<file path="config.mk">
export PLATFORM = sky130hd
export DESIGN_NAME = risc8_com_ctrl
export DESIGN_NICKNAME = d
export VERILOG_FILES = /design/src/rtl/risc8_pkg.sv /design/src/rtl/risc8_com_ctrl.sv
export SDC_FILE = /design/constraint.sdc
export NUM_CORES = 1
export LEC_CHECK = 0
export ABC_AREA = 1
export CAP_MARGIN = 25
export CORE_ASPECT_RATIO = 0.75
export CORE_MARGIN = 1
export CORE_UTILIZATION = 43
export DETAILED_ROUTE_END_ITERATION = 12
export PLACE_DENSITY_LB_ADDON = 0.12
export SLEW_MARGIN = 10
export SYNTH_ARGS = -nofsm -noshare
export SYNTH_HDL_FRONTEND = slang
export SYNTH_SLANG_ARGS = --single-unit
</file>
<file path="constraint.sdc">
create_clock -name clk -period 1.6 [get_ports clk]
set_input_delay 0.32 -clock clk [delete_from_list [all_inputs] [get_ports clk]]
set_output_delay 0.32 -clock clk [all_outputs]
set_load 0.02 [all_outputs]
</file>
<file path="src/rtl/risc8_pkg.sv">
// Shared risc8 types and constants used by the COM instruction sequencer.
package risc8_pkg;

  localparam int word_size = 8;

  typedef enum logic [1:0] {
    CP_RAM  = 2'd0,
    CP_ROM  = 2'd1,
    CP_FPU  = 2'd2,
    CP_GPIO = 2'd3
  } e_cp;

  typedef enum logic [1:0] {
    IDLE = 2'd0,
    REQ  = 2'd1,
    RESP = 2'd2
  } e_com_state;

  // Read word returned when a co-processor never acknowledges.
  localparam logic [7:0] COM_ERR_DATA = 8'hFF;

endpackage

</file>
<file path="src/rtl/risc8_com_ctrl.sv">
// COM instruction sequencer: req/ack handshake with one co-processor, core stall,
// response write-back and timeout protection against an unresponsive co-processor.
module risc8_com_ctrl
  import risc8_pkg::*;
#(
  parameter int WORD     = 8,
  parameter int CP_COUNT = 4,
  parameter int TIMEOUT  = 15
) (
  input  logic                     clk,
  input  logic                     rst_n,
  input  logic                     cmd_valid,
  input  logic [1:0]               cmd_cp,
  input  logic                     cmd_wr,
  input  logic [WORD-1:0]          cmd_wdata,
  output logic                     stall,
  output logic                     rsp_valid,
  output logic [WORD-1:0]          rsp_data,
  output logic                     rsp_err,
  output logic [CP_COUNT-1:0]      cp_req,
  output logic                     cp_wr,
  output logic [WORD-1:0]          cp_wdata,
  input  logic [CP_COUNT-1:0]      cp_ack,
  input  logic [CP_COUNT*WORD-1:0] cp_rdata
);

  // A zero TIMEOUT still needs a 1-bit counter so the declarations stay legal.
  localparam int CW = (TIMEOUT < 1) ? 1 : $clog2(TIMEOUT + 1);
  localparam logic [CW-1:0] CNT_MAX  = CW'(TIMEOUT);
  localparam logic [CW-1:0] CNT_LAST = CW'(TIMEOUT - 1);

  e_com_state          state_q;
  logic [CW-1:0]       cnt_q;
  logic [1:0]          sel_q;
  logic [CP_COUNT-1:0] cp_req_q;
  logic                cp_wr_q;
  logic [WORD-1:0]     cp_wdata_q;
  logic                rsp_valid_q;
  logic [WORD-1:0]     rsp_data_q;
  logic                rsp_err_q;

  logic [WORD-1:0]     rdata_sel;
  logic                ack_sel;

  assign rdata_sel = cp_rdata[sel_q*WORD +: WORD];
  assign ack_sel   = cp_ack[sel_q];

  always_ff @(posedge clk or negedge rst_n) begin
    if (!rst_n) begin
      state_q     <= IDLE;
      cnt_q       <= '0;
      sel_q       <= '0;
      cp_req_q    <= '0;
      cp_wr_q     <= 1'b0;
      cp_wdata_q  <= '0;
      rsp_valid_q <= 1'b0;
      rsp_data_q  <= '0;
      rsp_err_q   <= 1'b0;
    end else begin
      case (state_q)
        IDLE: begin
          cnt_q <= '0;
          if (cmd_valid) begin
            sel_q      <= cmd_cp;
            cp_req_q   <= CP_COUNT'(1) << cmd_cp;
            cp_wr_q    <= cmd_wr;
            cp_wdata_q <= cmd_wdata;
            state_q    <= REQ;
          end
        end
        REQ: begin
          if (cnt_q != CNT_MAX) cnt_q <= cnt_q + 1'b1;
          // Ack wins over a coincident timeout so real data is never discarded.
          if (ack_sel) begin
            rsp_data_q  <= cp_wr_q ? cp_wdata_q : rdata_sel;
            rsp_err_q   <= 1'b0;
            rsp_valid_q <= 1'b1;
            cp_req_q    <= '0;
            cp_wr_q     <= 1'b0;
            state_q     <= RESP;
          end else if ((TIMEOUT != 0) && (cnt_q == CNT_LAST)) begin
            rsp_data_q  <= WORD'(COM_ERR_DATA);
            rsp_err_q   <= 1'b1;
            rsp_valid_q <= 1'b1;
            cp_req_q    <= '0;
            cp_wr_q     <= 1'b0;
            state_q     <= RESP;
          end
        end
        RESP: begin
          rsp_valid_q <= 1'b0;
          state_q     <= IDLE;
        end
        default: state_q <= IDLE;
      endcase
    end
  end

  // Low in RESP so the instruction retires in the same cycle rsp_data is valid.
  assign stall = ((state_q == IDLE) && cmd_valid) || (state_q == REQ);

  assign cp_req    = cp_req_q;
  assign cp_wr     = cp_wr_q;
  assign cp_wdata  = cp_wdata_q;
  assign rsp_valid = rsp_valid_q;
  assign rsp_data  = rsp_data_q;
  assign rsp_err   = rsp_err_q;

endmodule

</file>
Word level (Yosys, flattened, before mapping)
Cells that the tools add are included.
- register bits: 31
- input bits: 50
- output and inout port bits: 24
- word-level logic and storage cells: 55
- $add $sub $neg: 1
- order comparisons: 1
- equal/unequal tests: 7
- shifts and indexed selects: 2
- mux-type cells: 23
- reduce and logical (&&, ||, !) cells: 12
- operators with widths (operator ; number):
    $shiftx A32 B6 Y8 ; 1
    $mux W8 ; 3
    $mux W4 ; 4
    $pmux W4 S2 ; 2
    $reduce_and A2 Y1 ; 5
    $mux W1 ; 7
    $mux W2 ; 3
    $reduce_bool A2 Y1 ; 3
    $add A4 B1 Y4 const B ; 1
    $eq A4 B4 Y1 const B ; 1
    $ne A2 B2 Y1 const B ; 2
    $ne A4 B4 Y1 const B ; 1
    $pmux W1 S2 ; 2
    $pmux W2 S2 ; 1
    $shl A1 B2 Y4 const A ; 1
    $lt A2 B3 Y1 const B ; 1
    $ne A3 B3 Y1 const B ; 1
    $reduce_and A3 Y1 ; 1
    $bmux W1 S2 ; 1
    $eq A2 B1 Y1 const B ; 1
    $eq A2 B2 Y1 const B ; 1
    $logic_not A2 Y1 ; 1
    $logic_and A1 B1 Y1 ; 1
    $logic_or A1 B1 Y1 ; 1

Longest topological paths before layout
Gate-level depths: netlist of the first run.
- word-level depth: 4
- mapped depth: 9
- gate-level depth less buffers: 9

Least setup slack after synthesis of the first run
OpenSTA, ideal clock, no wires.
- path type: register to output
- start point: reg state_q[1]
- end point: out stall
- arrival time: 0.995 ns
- required time: 1.280 ns
- path slack: 0.285 ns
- cell stages (with the launch flop): 5
- buffers on the path: 1
- cell sequence: dfrtp_1 -> nor2_1 -> nand2_1 -> clkbuf_1 -> nand2_1
- cells in the longest elaborated chain, start to end: 3
- elaborated cells on any way between the ends: 4
- those cells by class: eq/ne: 1; reduce/logical: 3
- ends and longest elaborated chain (element ; line ; text):
    start, declared ; risc8_com_ctrl.sv:32 ; e_com_state state_q;
    start signal, assigned ; risc8_com_ctrl.sv:50 ; state_q <= IDLE;
    start signal, assigned ; risc8_com_ctrl.sv:68 ; state_q <= REQ;
    start signal, assigned ; risc8_com_ctrl.sv:80 ; state_q <= RESP;
    $logic_not A2 Y1 ; risc8_com_ctrl.sv:100 ; assign stall = ((state_q == IDLE) && cmd_valid) || (state_q == REQ);
    $logic_and A1 B1 Y1 ; risc8_com_ctrl.sv:100 ;
    $logic_or A1 B1 Y1 (*) ; risc8_com_ctrl.sv:100 ;
    end, declared ; risc8_com_ctrl.sv:16 ; output logic stall,
Every way passes the cells marked *; elsewhere a longest branch is shown, timed or not.

Worst setup path after layout of the first run
- start point: reg rsp_data_q[5], in the netlist rsp_data[5]
- end point: out rsp_data[5]
- RTL lines (element ; line ; text):
    start, declared ; risc8_com_ctrl.sv:39 ; logic [WORD-1:0] rsp_data_q;
    start signal, assigned ; risc8_com_ctrl.sv:75 ; rsp_data_q <= cp_wr_q ? cp_wdata_q : rdata_sel;
    start signal, assigned ; risc8_com_ctrl.sv:82 ; rsp_data_q <= WORD'(COM_ERR_DATA);
    end, declared ; risc8_com_ctrl.sv:18 ; output logic [WORD-1:0] rsp_data,
No word-level cell between the ends.

==> results of run 1 <==
worst max path at each step:
stage                     cells after the start          end   startpoint
after global routing                          1    cp_req[3]    cp_req[3]
final                                         1  rsp_data[5]  rsp_data[5]
after CTS                                     1        cp_wr        cp_wr
after detailed placement                      4        stall    cmd_valid
after global placement                        4        stall    cmd_valid
after floorplan                               4        stall   state_q[1]
state kept, by name, indices dropped and copies added, names as in the netlist:
name	count
rsp_data	8
sel_q	2
cp_req	4
rsp_err	1
cp_wr	1
cp_wdata	8
cnt_q	4
rsp_valid	1
state_q	2
cell families after synthesis:
logic type	synth area share
compound gates	0.0535
fa+ha+maj	0.0139
buf+inv	0.0730
simple gates	0.428
flops	0.431
routing by layer:
metal	up-vias	track usage	wire, µm
met5	-	0	0
met4	0	0.0824	31
met3	5	0.0535	171
met2	35	0.369	2160
met1	851	0.277	2100
li1	944	-	-
cells in the final DEF (no fill, tap or decap), drive strengths merged:
cell type and count:
a31o 1, buf 11, clkbuf 7, clkdlybuf4s50 54, clkinv 1, dfrtp 31, dlygate4sd2 7, dlymetal6s2s 11
ha 2, inv 17, nand2 131, nand3 20, nand3b 3, nand4 1, nor2 13, nor3 5
o21ai 16, o31ai 1
power by group:
group	internal [W]	leakage, nW	switching [W]
clock	0.000289	0.0371	0.000273
sequential	0.00112	0.389	0.000285
combinational	0.00119	1.06	0.00161
stage by stage:
step | util | area, µm² | hold WS (ns) | setup WS, ns | instances
2_1_floorplan | - | 1800 | 0.0244 | 0.285 | 250
3_3_place_gp | 0.687 | 2630 | 0.468 | -0.271 | 378
3_5_place_dp | 0.687 | 2630 | 0.470 | -0.263 | 378
4_1_cts | 0.703 | 2690 | 0.449 | 0.00175 | 384
5_1_grt | 0.709 | 2720 | 0.466 | 0.00305 | 384
6_report | 0.709 | 2720 | 0.432 | 0.0310 | 384
cell type report:
class	count	area [µm²]
Sequential cell	31	776
Timing Repair Buffer	84	840
Inverter	18	70.1
Multi-Input combinational cell	193	892
Clock buffer	6	72.6
Tap cell	52	65.1
Fill cell	332	1110
timing repair:
| action | CTS | global route |
|---|---|---|
| resized for setup | 9 | 12 |
| setup buffers | 0 | 0 |
| endpoints found under the hold margin | 0 | 0 |
| endpoints found under the setup margin | 8 | 12 |
| pin swaps | 0 | 0 |
==> results.py, run 1 <==
metrics = {
    "outcome": {
        "outcome": "finished, final reports clean",
    },
    "sta": {
        "fmax_ghz": 0.637,
        "fin_crit_sh": 0.981,
        "slew_viol_final": 0,
        "timing.slew.headroom": 0.741,
        "fin_worst_skew_ns": 0.00357,
        "finalCriticalPeriod_ns": 1.57,
        "worstMarginPinSlew_ns": 0.388,
        "setup_viol": 0,
        "finalHoldViolCount": 0,
        "rsz0062_at_grt": "no",
        "final.setup.tns_ns": 0,
    },
    "setup_path": {
        "crit_path_start_kind": "register",
        "cp_slowest_stage_delay_ns": 0.61,
        "cp.required_ns": 1.28,
        "path_class": "register to primary output",
        "endpoint_kind": "primary output",
        "worstPathCellList": "clkdlybuf4s50_1",
        "rr_endpoint": "rsp_data[3]",
        "critPathSlowestCell": "clkdlybuf4s50_1",
        "critical_path_arrival_ns": 1.25,
        "r2r_start": "cnt_q[0]",
        "crit_buf_inv": 1,
        "path_delay_family": "buffers and inverters",
        "critPathMaxFanout": 2,
        "ff2ff_setup_slack_ns": 0.22,
        "worstRegToRegCells": 8,
    },
    "logic_synthesis": {
        "synthTopCellsByArea": "dfrtp_1 (43%), nand2_1 (24%), nand3_1 (5.0%), o21ai_0 (4.2%), nand2_2 (3.8%)",
        "synth-async-reset-ratio": 1.00,
        "synthTopCellsByCount": "nand2_1 (117), dfrtp_1 (31), nand3_1 (18)",
        "syn-num-nets": 302,
        "synth_top_cell_area_share": 0.431,
        "yosysWarnings": 0,
        "syn_inst": 250,
        "synth_top_cell_by_area": "dfrtp_1",
        "syn_area_um2": 1800,
        "seq_area_frac_synth": 0.431,
        "synth_edf_count": 0,
        "ys_ff_latch": 31,
        "yosysUniqueCellTypes": 26,
        "synth_most_common_cell": "nand2_1",
        "syn_avg_cell_area_um2": 7.20,
        "synth_ff_type": "dfrtp_1",
    },
    "pwr": {
        "power_w": 0.00478,
        "p_per_area_nw_per_um2": 1760,
        "peakVddDrop_mv": 1.05,
        "leakage_nw": 1.48,
    },
    "drt": {
        "drtIter0Drc": 97,
        "wl_um": 4460,
        "wl_per_cell_um": 11.6,
        "num_vias": 1835,
        "vias_per_cell": 4.78,
        "dr.pass1.iters": 4,
        "drc_errors": 0,
        "ant_nets": 0,
    },
    "clocking": {
        "clockBufferDepth": 2,
        "clk_latency_ns": 0.28,
        "clock_sinks": 31,
        "holdBufCountCts": 0,
        "clk_pin_slew_ns": 0.06,
        "root_buffer": "clkbuf_8",
        "cts_tree": "built",
        "cts_max_level": 2,
        "numCtsBuffers": 5,
    },
    "hold_path": {
        "hold_class": "primary input to async pin",
    },
    "cells_and_area": {
        "area_growth_syn_to_layout_pct": 50.9,
        "diodes": 0,
        "drive_above_1_share": 0.111,
        "fin_nets": 385,
    },
    "global_routing": {
        "grt_pass1_vias": 1747,
        "antenna_found_initial": 0,
        "grt_max_degree": 32,
        "grt_pass1_wl_um": 7520,
        "grt.total_usage": 0.219,
        "gr-total-overflow": 0,
    },
    "floorplanning": {
        "coreArea_um2": 3830,
        "num_io_pins": 74,
        "initial_utilization": 0.470,
        "die_y_um": 58.0,
        "row_count": 19,
        "dieWidth_um": 76.7,
        "die-area_um2": 4450,
    },
    "placement": {
        "numPortBuffers": 73,
        "dp_hpwl_um": 3400,
        "globalplace.congestion": 0.776,
    },
    "flow_run": {
        "drv_cap": 0,
    },
}
Note: power is estimated with default switching activity, not from simulation.
==> run 2: changes to the inputs <==
--- a/config.mk
+++ b/config.mk
@@ -11,6 +11,7 @@
 export CORE_MARGIN = 1
 export CORE_UTILIZATION = 43
 export DETAILED_ROUTE_END_ITERATION = 12
+export MAX_ROUTING_LAYER = met4
 export PLACE_DENSITY_LB_ADDON = 0.12
 export SLEW_MARGIN = 10
 export SYNTH_ARGS = -nofsm -noshare
==> run 2 against run 1 <==
Against the previous run: worst hold slack hardly changed; highest routed layer unchanged; clock power about the same; routed wire length unchanged.
==> results.py, run 2 (synthesis gave the netlist of run 1 again) <==
metrics = {
    "cells_and_area": {
        "final_cell_mix": "nand2_1 (117), clkdlybuf4s50_1 (54), dfrtp_1 (31)",
        "drive_above_1_share": 0.111,
        "area_growth_syn_to_layout_pct": 50.9,
        "final_cell_area_um2": 2720,
        "fin_nets": 385,
        "final_core_util": 0.709,
        "n_fill_cell": 332,
        "final_common_cell": "nand2_1",
        "diodes": 0,
    },
    "outcome": {
        "outcome": "finished, final reports clean",
    },
    "sta": {
        "setup_viol": 0,
        "fmax_ghz": 0.637,
        "timing.slew.headroom": 0.741,
        "slew_viol_final": 0,
        "fin_worst_skew_ns": 0.00355,
        "finalCriticalPeriod_ns": 1.57,
        "rsz0062_at_grt": "no",
        "worstMarginPinSlew_ns": 0.388,
        "fin_crit_sh": 0.981,
        "finalHoldViolCount": 0,
    },
    "clocking": {
        "clk_latency_ns": 0.28,
        "cts_tree": "built",
        "numCtsBuffers": 5,
        "cts_max_level": 2,
        "clock_sinks": 31,
        "clk_pin_slew_ns": 0.06,
        "root_buffer": "clkbuf_8",
        "post_cts_buffers": 0,
        "clockBufferDepth": 2,
    },
    "placement": {
        "dp_hpwl_um": 3400,
        "globalplace.congestion": 0.787,
        "postPlaceCellArea_um2": 2630,
        "numPortBuffers": 73,
    },
    "global_routing": {
        "grt_max_degree": 32,
        "gr-total-overflow": 0,
        "grt_pass1_wl_um": 7530,
        "grt_pass1_vias": 1746,
        "grt.total_usage": 0.226,
        "antenna_found_initial": 0,
    },
    "floorplanning": {
        "row_count": 19,
        "dieWidth_um": 76.7,
        "die_y_um": 58.0,
        "num_io_pins": 74,
        "die-area_um2": 4450,
        "initial_utilization": 0.470,
        "coreArea_um2": 3830,
    },
    "setup_path": {
        "cp.required_ns": 1.28,
        "critPathLaunch": "rsp_data[5]",
        "endpoint_kind": "primary output",
        "critPathMaxFanout": 2,
        "crit_end": "rsp_data[5]",
        "cp.depth": 1,
        "critPathSlowestCell": "clkdlybuf4s50_1",
        "worstRegToRegCells": 8,
        "path_delay_family": "buffers and inverters",
        "rr_endpoint": "rsp_data[3]",
        "crit_buf_inv": 1,
        "worstPathCellList": "clkdlybuf4s50_1",
        "crit_path_start_kind": "register",
        "path_class": "register to primary output",
        "r2r_start": "cnt_q[0]",
        "cp_slowest_stage_delay_ns": 0.61,
        "ff2ff_setup_slack_ns": 0.22,
        "critical_path_arrival_ns": 1.25,
    },
    "hold_path": {
        "hold_class": "primary input to async pin",
    },
    "pwr": {
        "p_per_area_nw_per_um2": 1760,
        "leakage_nw": 1.48,
        "peakVddDrop_mv": 1.05,
    },
    "drt": {
        "wl_per_cell_um": 11.6,
        "dr.pass1.iters": 4,
        "wl_um": 4460,
        "num_vias": 1835,
        "drc_errors": 0,
        "ant_nets": 0,
        "drtIter0Drc": 97,
        "vias_per_cell": 4.78,
    },
    "flow_run": {
        "drv_cap": 0,
    },
}
[run 2: cell counts in the layout (fill, tap and decap cells not counted)]
Identical to the previous run, type by type.
[run 2: cell type report]
class                      instances  area [µm²]  area share
clock buffer                       6        72.6      0.0267
inverter                          18        70.1      0.0258
multi-input combinational        193         892       0.329
sequential                        31         776       0.286
tap                               52        65.1      0.0240
timing repair buffer              84         840       0.309
[run 2: timing repair]
item | CTS | global route
hold buffers | 0 | 0
gates resized for setup | 9 | 12
setup endpoints to repair | 8 | 12
endpoints found under the hold margin | 0 | 0
[run 2: layer usage]
| metal | share of wire | global-route usage | wire length [µm] |
|---|---|---|---|
| met3 | 0.038 | 0.0535 | 169 |
| met4 | 0.0076 | 0.0824 | 34 |
| met1 | 0.47 | 0.277 | 2100 |
| met2 | 0.48 | 0.369 | 2160 |
| met5 | 0 | - | 0 |
[run 2: worst min-delay path by stage]
stage / endpoint / slack, ns / cells after the start
2_1_floorplan: cnt_q[0] / 0.02 / 0
3_3_place_gp: rsp_valid / 0.47 / 2
3_5_place_dp: rsp_valid / 0.47 / 2
4_1_cts: cnt_q[3] / 0.45 / 2
5_1_grt: cnt_q[3] / 0.47 / 2
6_report: cnt_q[0] / 0.43 / 2
[run 2: through the flow]
step	std cells	hold slack, ns	total power, W	setup TNS [ns]	setup slack (ns)
after global placement	378	0.468	0.00430	-0.602	-0.271
after CTS	384	0.449	0.00485	0	0.00175
after floorplan	250	0.0244	0.00320	0	0.285
final	384	0.432	0.00478	0	0.0309
after detailed placement	378	0.470	0.00435	-0.701	-0.263
after global routing	384	0.466	0.00518	0	0.00304
[run 2: power breakdown]
group | internal, W | leakage (nW) | switching, W
clock | 0.000289 | 0.0371 | 0.000273
combinational | 0.00119 | 1.06 | 0.00161
sequential | 0.00112 | 0.389 | 0.000285
